`config.mk`:
```
export PLATFORM = sky130hd
export DESIGN_NAME = adc_scan_ctrl
export DESIGN_NICKNAME = d
export VERILOG_FILES = /design/src/rtl/adc_scan_pkg.sv /design/src/rtl/adc_scan_timer.sv /design/src/rtl/adc_scan_ctrl.sv
export SDC_FILE = /design/constraint.sdc
export NUM_CORES = 1
export LEC_CHECK = 0
export ABC_AREA = 1
export BUFFER_PORTS_ARGS = -buffer_cell sky130_fd_sc_hd__buf_4
export CAP_MARGIN = 40
export CORE_MARGIN = 10
export CORE_UTILIZATION = 45
export CTS_CLUSTER_DIAMETER = 120
export DETAILED_ROUTE_END_ITERATION = 7
export PLACE_DENSITY = 0.64
export SETUP_SLACK_MARGIN = 0.02
export SLEW_MARGIN = 20
export SYNTH_ARGS = -nofsm -noshare
export SYNTH_HDL_FRONTEND = slang
export SYNTH_SLANG_ARGS = --single-unit
```
`constraint.sdc`:
```
create_clock -name clk -period 7.75 [get_ports clk]
set_input_delay 1.9375 -clock clk [delete_from_list [all_inputs] [get_ports clk]]
set_output_delay 1.9375 -clock clk [all_outputs]
set_load 0.02 [all_outputs]
```
`src/rtl/adc_scan_pkg.sv`:
```
// -----------------------------------------------------------------------------
// adc_scan_pkg
// Shared types and constants for the ADC scan controller: the scan FSM state
// encoding, the ADC wrapper CSR addresses it drives, and the sequencer command
// words.
// -----------------------------------------------------------------------------
package adc_scan_pkg;

  typedef enum logic [3:0] {
    INIT_IER,   // enable the sample IRQ once after reset
    IDLE,       // wait for a period tick
    ARM,        // start a single-cycle conversion sequence
    WAIT_IRQ,   // wait for the sample IRQ (bounded by TIMEOUT_CYCLES)
    RD_REQ,     // issue a slot read
    RD_WAIT,    // wait for the read data
    CLR_ISR,    // acknowledge the sample IRQ
    COMMIT,     // publish the shadow results
    STOP        // abort the sequencer after a timeout
  } scanState_t;

  // Sequencer CSR
  localparam logic       SEQ_CMD  = 1'b0;
  // Sample-store CSRs (slots occupy 0..63)
  localparam logic [6:0] IER_ADDR = 7'd64;
  localparam logic [6:0] ISR_ADDR = 7'd65;

  // Sequencer command words: bit0 run, bits3:1 mode
  localparam logic [31:0] CMD_RUN_SINGLE = 32'h3;
  localparam logic [31:0] CMD_STOP       = 32'h0;

endpackage

```
`src/rtl/adc_scan_timer.sv`:
```
// -----------------------------------------------------------------------------
// adc_scan_timer
// Scan period generator. Counts 0..period-1 while enabled and ticks on wrap.
// A period of 0 means back-to-back scanning: the tick follows the FSM idle
// state instead. A new periodTicks value is only picked up at a wrap (or while
// disabled), so a change never shortens the period in flight.
//
// Ports:
//   clk, reset   clock, asynchronous active-high reset
//   enable       scans scheduled while high; counter held at 0 while low
//   periodTicks  requested scan period in clk cycles
//   fsmIdle      scan FSM is in IDLE
//   tick         start-scan request
//   overrunSet   a period wrap happened while the FSM was busy
// -----------------------------------------------------------------------------
module adc_scan_timer #(
  parameter int PERIOD_W = 24
) (
  input  logic                clk,
  input  logic                reset,
  input  logic                enable,
  input  logic [PERIOD_W-1:0] periodTicks,
  input  logic                fsmIdle,
  output logic                tick,
  output logic                overrunSet
);

  logic [PERIOD_W-1:0] count;
  logic [PERIOD_W-1:0] curPeriod;
  logic                backToBack;
  logic                wrap;

  assign backToBack = (curPeriod == '0);
  assign wrap       = enable && !backToBack && (count == curPeriod - PERIOD_W'(1));
  assign tick       = backToBack ? (enable && fsmIdle) : wrap;
  // Back-to-back mode never overruns: it only ticks when the FSM is idle.
  assign overrunSet = wrap && !fsmIdle;

  // NOTE: sequential state is always assigned with <= so every flop samples
  // the pre-edge values of its neighbours, independent of statement order.
  always_ff @(posedge clk or posedge reset) begin
    if (reset) begin
      count     <= '0;
      curPeriod <= '0;
    end else if (!enable || backToBack) begin
      count     <= '0;
      curPeriod <= periodTicks;
    end else if (wrap) begin
      count     <= '0;
      curPeriod <= periodTicks;
    end else begin
      count     <= count + PERIOD_W'(1);
    end
  end

endmodule

```
`src/rtl/adc_scan_ctrl.sv`:
```
// -----------------------------------------------------------------------------
// adc_scan_ctrl
// Autonomous ADC scan controller. Owns the sequencer and sample-store CSR
// ports of the ADC wrapper: periodically starts a single-cycle conversion,
// waits for the sample IRQ, reads NUM_SLOTS results into a shadow buffer,
// clears the ISR and then publishes the whole scan at once into a result file
// the CPU reads through resultAddr/resultData.
//
// Ports:
//   clk, reset        clock, asynchronous active-high reset
//   enable            schedule scans while high
//   periodTicks       scan period in clk cycles (0 = back-to-back)
//   seq*              sequencer CSR strobes/address (seqRead tied 0)
//   sample*           sample-store CSR strobes/address
//   adcWriteData      shared CSR write data
//   sampleDataIn      sample-store read data (bits 11:0 used)
//   sampleValid       read data valid
//   sampleIrq         sample-complete interrupt
//   resultAddr        CPU result index
//   resultData        result[resultAddr], one cycle latency
//   scanDone          one-cycle pulse per committed scan
//   scanCount         committed scans, wrapping
//   overrun           sticky: a period tick arrived while busy
//   timeoutErr        sticky: the IRQ wait timed out
//   clearFlags        pulse clears overrun and timeoutErr
// -----------------------------------------------------------------------------
module adc_scan_ctrl
  import adc_scan_pkg::*;
#(
  parameter int NUM_SLOTS      = 8,
  parameter int TIMEOUT_CYCLES = 65536,
  parameter int PERIOD_W       = 24
) (
  input  logic                clk,
  input  logic                reset,
  input  logic                enable,
  input  logic [PERIOD_W-1:0] periodTicks,
  output logic                seqAddress,
  output logic                seqRead,
  output logic                seqWrite,
  output logic [6:0]          sampleAddress,
  output logic                sampleRead,
  output logic                sampleWrite,
  output logic [31:0]         adcWriteData,
  input  logic [31:0]         sampleDataIn,
  input  logic                sampleValid,
  input  logic                sampleIrq,
  input  logic [5:0]          resultAddr,
  output logic [11:0]         resultData,
  output logic                scanDone,
  output logic [15:0]         scanCount,
  output logic                overrun,
  output logic                timeoutErr,
  input  logic                clearFlags
);

  localparam int SW = (NUM_SLOTS > 1) ? $clog2(NUM_SLOTS) : 1;
  localparam int TW = $clog2(TIMEOUT_CYCLES + 1);

  scanState_t       state;
  logic [SW-1:0]    slot;
  logic [TW-1:0]    waitCnt;
  logic [11:0]      shadow     [NUM_SLOTS];
  logic [11:0]      resultFile [NUM_SLOTS];
  logic             tick;
  logic             overrunSet;
  logic             unusedDataBits;

  assign seqRead        = 1'b0;
  assign unusedDataBits = ^sampleDataIn[31:12];

  adc_scan_timer #(
    .PERIOD_W (PERIOD_W)
  ) u_timer (
    .clk         (clk),
    .reset       (reset),
    .enable      (enable),
    .periodTicks (periodTicks),
    .fsmIdle     (state == IDLE),
    .tick        (tick),
    .overrunSet  (overrunSet)
  );

  // Scan FSM. Strobes default low every cycle, so each one lasts exactly one
  // cycle; address and data are registered alongside the strobe.
  always_ff @(posedge clk or posedge reset) begin
    if (reset) begin
      state         <= INIT_IER;
      slot          <= '0;
      waitCnt       <= '0;
      seqAddress    <= 1'b0;
      seqWrite      <= 1'b0;
      sampleAddress <= '0;
      sampleRead    <= 1'b0;
      sampleWrite   <= 1'b0;
      adcWriteData  <= '0;
      scanDone      <= 1'b0;
      scanCount     <= '0;
      timeoutErr    <= 1'b0;
      // NOTE: the result file is reset because the CPU may read it before the
      // first scan; the shadow buffer is not, since every commit is preceded
      // by a full rewrite of it.
      for (int i = 0; i < NUM_SLOTS; i++) resultFile[i] <= '0;
    end else begin
      seqWrite    <= 1'b0;
      sampleWrite <= 1'b0;
      sampleRead  <= 1'b0;
      scanDone    <= 1'b0;
      // A set later in this block overrides the clear (last assignment wins).
      if (clearFlags) timeoutErr <= 1'b0;

      case (state)
        INIT_IER: begin
          sampleWrite   <= 1'b1;
          sampleAddress <= IER_ADDR;
          adcWriteData  <= 32'd1;
          state         <= IDLE;
        end
        IDLE: begin
          if (tick) state <= ARM;
        end
        ARM: begin
          seqWrite     <= 1'b1;
          seqAddress   <= SEQ_CMD;
          adcWriteData <= CMD_RUN_SINGLE;
          waitCnt      <= '0;
          state        <= WAIT_IRQ;
        end
        WAIT_IRQ: begin
          if (sampleIrq) begin
            slot  <= '0;
            state <= RD_REQ;
          end else if (waitCnt == TW'(TIMEOUT_CYCLES - 1)) begin
            timeoutErr <= 1'b1;
            state      <= STOP;
          end else begin
            waitCnt <= waitCnt + TW'(1);
          end
        end
        RD_REQ: begin
          sampleRead    <= 1'b1;
          sampleAddress <= 7'(slot);
          state         <= RD_WAIT;
        end
        RD_WAIT: begin
          if (sampleValid) begin
            if (slot == SW'(NUM_SLOTS - 1)) begin
              state <= CLR_ISR;
            end else begin
              slot  <= slot + SW'(1);
              state <= RD_REQ;
            end
          end
        end
        CLR_ISR: begin
          sampleWrite   <= 1'b1;
          sampleAddress <= ISR_ADDR;
          adcWriteData  <= 32'd1;
          state         <= COMMIT;
        end
        COMMIT: begin
          // Whole-scan copy in one edge: the CPU never sees a mixed scan.
          resultFile <= shadow;
          scanDone   <= 1'b1;
          scanCount  <= scanCount + 16'd1;
          state      <= IDLE;
        end
        STOP: begin
          seqWrite     <= 1'b1;
          seqAddress   <= SEQ_CMD;
          adcWriteData <= CMD_STOP;
          state        <= IDLE;
        end
        default: state <= IDLE;
      endcase
    end
  end

  always_ff @(posedge clk) begin
    if (state == RD_WAIT && sampleValid) shadow[slot] <= sampleDataIn[11:0];
  end

  always_ff @(posedge clk or posedge reset) begin
    if (reset) begin
      overrun <= 1'b0;
    end else if (overrunSet) begin
      overrun <= 1'b1;
    end else if (clearFlags) begin
      overrun <= 1'b0;
    end
  end

  always_ff @(posedge clk or posedge reset) begin
    if (reset) begin
      resultData <= '0;
    end else if (int'(resultAddr) < NUM_SLOTS) begin
      resultData <= resultFile[resultAddr[SW-1:0]];
    end else begin
      resultData <= '0;
    end
  end

endmodule

```
# ---- Yosys cells after proc, flatten, opt, wreduce, memory -nomap -nowiden
# Cells that the tools add are included.
dict set report word_totals {
  latch_bits 0
  out_inout_bits 75
  ramBits 0
  word_cells 120
  n_memories 0
  regBits 337
  input_bits 68
  rom_bits 0
}
dict set report op_classes {
  add_sub_neg 5
  bitwise_logic 2
  mul 0
  n_lt_le_gt_ge 4
  eq_ne 18
  n_mux 37
  div 0
  n_shift 0
  n_reduce_logical 23
}
# cell n
set op_table {}
lappend op_table {{bitwise mux 96 bit} 1}
lappend op_table {{two-way mux 24 bit} 4}
lappend op_table {{case mux 32 bit (3 select lines)} 1}
lappend op_table {{two-way mux 12 bit} 4}
lappend op_table {{binary-select mux 12 bit (select 3 bit)} 1}
lappend op_table {{demux 12 bit (select 3 bit)} 1}
lappend op_table {{two-way mux 17 bit} 2}
lappend op_table {{case mux 17 bit (2 select lines)} 1}
lappend op_table {{adder 24 x 1 -> 24 bit (second input constant)} 1}
lappend op_table {{== test 24 bit} 1}
lappend op_table {{zero test 24 bit} 1}
lappend op_table {{case mux 4 bit (6 select lines)} 1}
lappend op_table {{subtractor 24 x 1 -> 24 bit (second input constant)} 1}
lappend op_table {{case mux 7 bit (3 select lines)} 1}
lappend op_table {{adder 17 x 1 -> 17 bit (second input constant)} 1}
lappend op_table {{== test 17 x 16 -> 1 bit (second input constant)} 1}
lappend op_table {{adder 16 x 1 -> 16 bit (second input constant)} 1}
lappend op_table {{== test 4 x 3 -> 1 bit (second input constant)} 4}
lappend op_table {{two-way mux 4 bit} 4}
lappend op_table {{!= test 2 bit (second input constant)} 6}
lappend op_table {{two-way mux 1 bit} 11}
lappend op_table {{two-way mux 3 bit} 3}
lappend op_table {{== test 4 x 2 -> 1 bit (second input constant)} 2}
lappend op_table {{greater-or-equal comparator 4 bit (second input constant)} 2}
lappend op_table {{19 further kinds} 33}

# ---- Logic depth before layout (Yosys ltp)
dict set report logic_depth {
  ltp_word 7
  depth_mapped 18
  ltp_nobuf 18
}

# ---- Hierarchy
# From an unflattened synthesis, not the netlist that was laid out.
dict set report unflattened {
  hier_cells 1561
  hier_area_um2 14015.9
}
# module seq_area_each_um2 instances cells_per_inst area_each_um2
set by_module_without_submodules {}
lappend by_module_without_submodules {adc_scan_ctrl 6886.6 1 1090 10695.3}
lappend by_module_without_submodules {adc_scan_timer 1201.2 1 471 3320.7}

# ---- Worst setup path after synthesis
# No wires, ideal clock.
dict set report synth_path {
  kind {input to register}
  from {in sampleValid}
  to {reg shadow[72] (netlist bit), enable pin}
  slack_ps 4170
  setup_ps 396
  arrival_time_ps 3183
  cell_stages 4
  path_buffers 0
  required_ps 7354
  cell_sequence {inv_1 -> nor2_1 -> nand2_1 -> nor3_1}
}
dict set report synth_between {
  elab_chain_len 1
}
# item line
set synth_lines {}
lappend synth_lines {{start: declaration} adc_scan_ctrl.sv:46} ;# input logic sampleValid,
lappend synth_lines {{logical AND 1 bit} adc_scan_ctrl.sv:180} ;# if (state == RD_WAIT && sampleValid) shadow[slot] <= sampleDataIn[11:0];
lappend synth_lines {{end signal: indexed assignment} adc_scan_ctrl.sv:180}
lappend synth_lines {{end: declaration} adc_scan_ctrl.sv:63} ;# logic [11:0] shadow [NUM_SLOTS];
# No other way between the ends.
# A chain may end at the register's enable or synchronous reset.

# ---- Worst setup path in the final report
dict set report layout_path {
  from {in resultAddr[0]}
  to {reg resultData[6]}
}
dict set report layout_between {
  elab_chain_len 5
  word_cells_on_any_way 6
  cone_classes {1 x order compare; 4 x mux; 1 x bitwise}
}
# item line
set layout_lines {}
lappend layout_lines {{start: declaration} adc_scan_ctrl.sv:48} ;# input logic [5:0] resultAddr,
lappend layout_lines {{inverter 3 -> 4 bit (implied by the code)} adc_scan_ctrl.sv:197} ;# resultData <= resultFile[resultAddr[SW-1:0]];
lappend layout_lines {{binary-select mux 12 bit (select 3 bit)} adc_scan_ctrl.sv:197}
lappend layout_lines {{two-way mux 12 bit (implied by the code) (2 in series)} adc_scan_ctrl.sv:197}
lappend layout_lines {{two-way mux 12 bit (*)} adc_scan_ctrl.sv:196} ;# end else if (int'(resultAddr) < NUM_SLOTS) begin
lappend layout_lines {{end signal: assignment} adc_scan_ctrl.sv:197}
lappend layout_lines {{end: declaration} adc_scan_ctrl.sv:49} ;# output logic [11:0] resultData,
# Mark *: on every way between the ends. The rest lies on a longest branch, timed or not. The select of a mux whose other input is x is not followed.

==> impl.org <==
** Run status
- Outcome :: finished clean

** Finish
- Area delta synth->final :: 15.4%
- In the final design database the tool counted 1,642 nets.
- Measured on the finished design, the core utilization comes to 52.8%.
- Excluding fillers, the count of instances in the completed layout stands at 1,982.
- Filler cell count in the final layout :: 2,728
- Of the cells placed in the final design, the portion with a size suffix greater than 1 is 13.2%.

** Clocking
- After clock tree synthesis, the clock-pin slew on the worst setup and hold paths is 0.06 ns.
- TritonCTS built the clock tree.
- Clock tree root driver cell :: clkbuf_16
- Count of clock tree sinks :: 304
- Clock latency on the worst-skew pair, taken at its later pin, is 0.57 ns.
- Setup repair bufs after CTS :: 0
- Number of hold-repair buffers added at the cts stage :: 0
- CTS built an H-tree with a depth of 1.
- In this run the deepest clock path goes through 3 buffers.
- Buffers inserted during clock tree synthesis total 31.
- Gates resized during post-CTS repair numbered 0.

** Power
- The internal power of the cells totals 3.07 mW.
- Switching part of the total power :: 29.1%
- Sequential cells account for 48.2% of the total power.
- VDD sags by at most 0.172 mV.
- Power spent charging and discharging nets :: 1.26 mW
- Clock group share of total power :: 34.2%
- Per report_power, the combinational group accounts for 17.5% of the total.
- Power density of the placed cells :: 276 nW/um2
- For this design the static power due to leakage is 7.25 nW.

** Timing
- The number of max-slew violations in the final report is 0.
- The final-report hold violation count was 0.
- Peak clock frequency supported by timing :: 0.284 GHz
- Fraction of the cycle the final worst path needs :: 45.4%
- At the pin with the least slew margin, the transition time is 0.741 ns.
- The clock period could shrink to 3.52 ns.
- Final setup skew :: 0.00683 ns
- Max-slew headroom at the worst pin :: 50.6%
- Unrepaired setup endpoints after global routing :: false
- Final count of negative-setup-slack endpoints :: 0
- Total negative setup slack :: 0 ns

** Synth
- The synthesized design contains 304 register bits.
- The largest total area in the synthesized netlist belongs to dfrtp_1.
- Top cell type's share of synthesized area :: 38.3%
- Among all flip-flop cells after synthesis, the most frequent one is dfrtp_1.
- Count of distinct cell types in the synthesized netlist :: 43
- Share of async-settable or async-resettable flops after synthesis :: 68.4%
- During synthesis, Yosys emitted a total of 0 warnings.
- The most common cell in the synthesized netlist is nand2_1.
- Post-synth design cell area :: 13,600 um2
- Most frequent cells after synthesis :: nand2_1, dfrtp_1, nor2_1
- The cell count after synthesis came out at 1,476.
- Summing the sequential cell areas from Yosys gives 59.5% of the chip area.
- Ranked by total cell area, the synthesized netlist is headed by dfrtp_1, edfxtp_1, nand2_1, nor2_1, o21ai_0.
- Counting flops with a built-in enable in the synthesized netlist gives 96.
- Mean post-synth cell area :: 9.21 um2

** Drt
- Remaining antenna violation count :: 0
- Dividing the detail-routed wire length by the instance count gives 15.2 um.
- After detailed routing, the number of remaining DRC violations is 0.
- Initial detailed-routing violation count :: 731
- DR vias/cell :: 4.90
- After detailed routing, the total wire length is 30,000 um.
- Routed vias :: 9,710
- Number of optimization iterations in the first detailed-route pass :: 5

** Floorplan
- Pin placement for this block handled 143 I/O pins.
- Area enclosed by the die boundary :: 37,600 um2
- Initial Utilization :: 45.8%
- The floorplan step set the die height to 194 um.
- Die Width :: 194 um
- Core area :: 29,700 um2
- Standard-cell rows :: 63

** Worst setup path
- The worst setup path is launched from an input port.
- Critical path endpoint category :: flip-flop
- Slack of the worst reg-to-reg path :: 4.59 ns
- Required time at the worst-slack endpoint :: 8.16 ns
- Capturing point of the worst reg2reg path :: scanCount[12]
- The worst setup path is of the in -> reg kind.
- Biggest fanout along the worst timing path :: 69
- At the worst endpoint, the arrival time is 3.92 ns.
- Number of cells on the worst reg-to-reg path :: 12
- Launch point of the worst reg-to-reg path :: state[3]

** GRT
- The via count of the first global-routing pass is 9,543.
- Wire length of the first global-routing pass :: 49,500 um
- Entering global routing, the biggest net connects 103 pins.
- Overall routing resource usage :: 15.7%
- Number of antenna violations at the first check in global routing :: 1
- Total grt overflow :: 0

** Min path
- The path with the worst hold slack has its endpoint at resultFile[87].
- Hold Crit Depth :: 2
- Beginning of the worst hold path :: shadow[87]
- The tightest min-delay check is of the reg -> reg type.

** Run
- Max-cap violations in this run came to 0.

** Place
- Post-DP HPWL :: 20,100 um
- Number of instances in the placed design :: 1,922
- Port buffering added 87 buffers.
- Last weighted congestion value of the routability-driven placer :: 0.875
## cells by family (layout without fill, tap and decap cells)
family                   count (synthesis)  in the layout  share of synthesized area, %
buffers and inverters                  222            303                          7.45
adder cells (fa/ha/maj)                  8              8                         0.736
AO/OA/AOI/OAI                          176            176                          7.25
other                                    1             36                        0.0276
AND/OR/NAND/NOR                        719            719                          22.1
XOR/XNOR                                46             46                          2.96
flip-flops                             304            304                          59.5
## worst max-delay path, stage by stage
cell and delay (ns):
buf_4 0.57, clkinv_1 0.64, buf_16 0.34, nor2_1 0.09
o21ai_0 0.08, o21ai_0 0.16, a31oi_1 0.07
## per-stage QoR
stage	hold WS (ns)	worst slack [ns]	cell area, um2	total power [mW]
global route	0.461	4.02	15700	4.61
finish	0.438	4.23	15700	4.34
global placement	0.428	3.27	14500	2.85
detailed placement	0.432	3.67	14700	2.89
floorplan	0.425	0.132	13700	2.66
CTS	0.443	4.25	15700	4.39
## worst max path at each step
stage                        startpoint         endpoint  slack [ns]
after floorplan                   reset  adcWriteData[0]        0.13
after CTS                 resultAddr[0]    resultData[6]        4.25
final                     resultAddr[0]    resultData[6]        4.23
after global placement    resultAddr[0]   resultData[11]        3.27
after global routing      resultAddr[0]   resultData[11]        4.02
after detailed placement  resultAddr[0]    resultData[6]        3.67
## power by group through the flow
stage,logic [mW],clock network [mW],registers [mW]
2_1_floorplan,0.552,0,2.11
3_3_place_gp,0.739,0,2.11
3_5_place_dp,0.770,0,2.12
4_1_cts,0.774,1.52,2.09
5_1_grt,0.899,1.59,2.13
6_report,0.762,1.49,2.09
## state kept, by name (all words and copies together), names as in the netlist
name,count
resultFile,96
shadow,96
u_timer.count,24
u_timer.curPeriod,24
waitCnt,17
scanCount,16
resultData,12
sampleAddress,4
state,4
slot,3
adcWriteData,2
overrun,1
sampleRead,1
sampleWrite,1
scanDone,1
seqWrite,1
timeoutErr,1
## layout by cell type (no fill, tap or decap), types with 27 or more instances in the layout
cell type and instances:
edfxtp_1 96, nand2_1 442, dfrtp_1 208, buf_4 96, clkbuf_16 31, a21oi_1 29, xor2_1 27, inv_1 132
nor2_1 142, conb_1 35, nand3_1 49, o21ai_0 100
## area by class of cell
cell class	count	area, um2	area share (%)
flip-flops and latches	304	8090	51.5
multi-input cells	984	4670	29.8
repair buffers	105	886	5.64
clock buffers	38	832	5.30
inverters	140	533	3.40
well taps	390	488	3.11
clock inverters	20	193	1.23
diodes	1	2.50	0.0159
## metal layers
layer  global-route usage, %  share of wire (%)  vias up
met5                       0                  0        -
met4                    3.63                2.0        0
met3                    3.06                5.3       46
met2                    26.3                 47      218
met1                    20.7                 46     4587
li1                        -                  -     4859
Power figures use the tool's default switching activity.
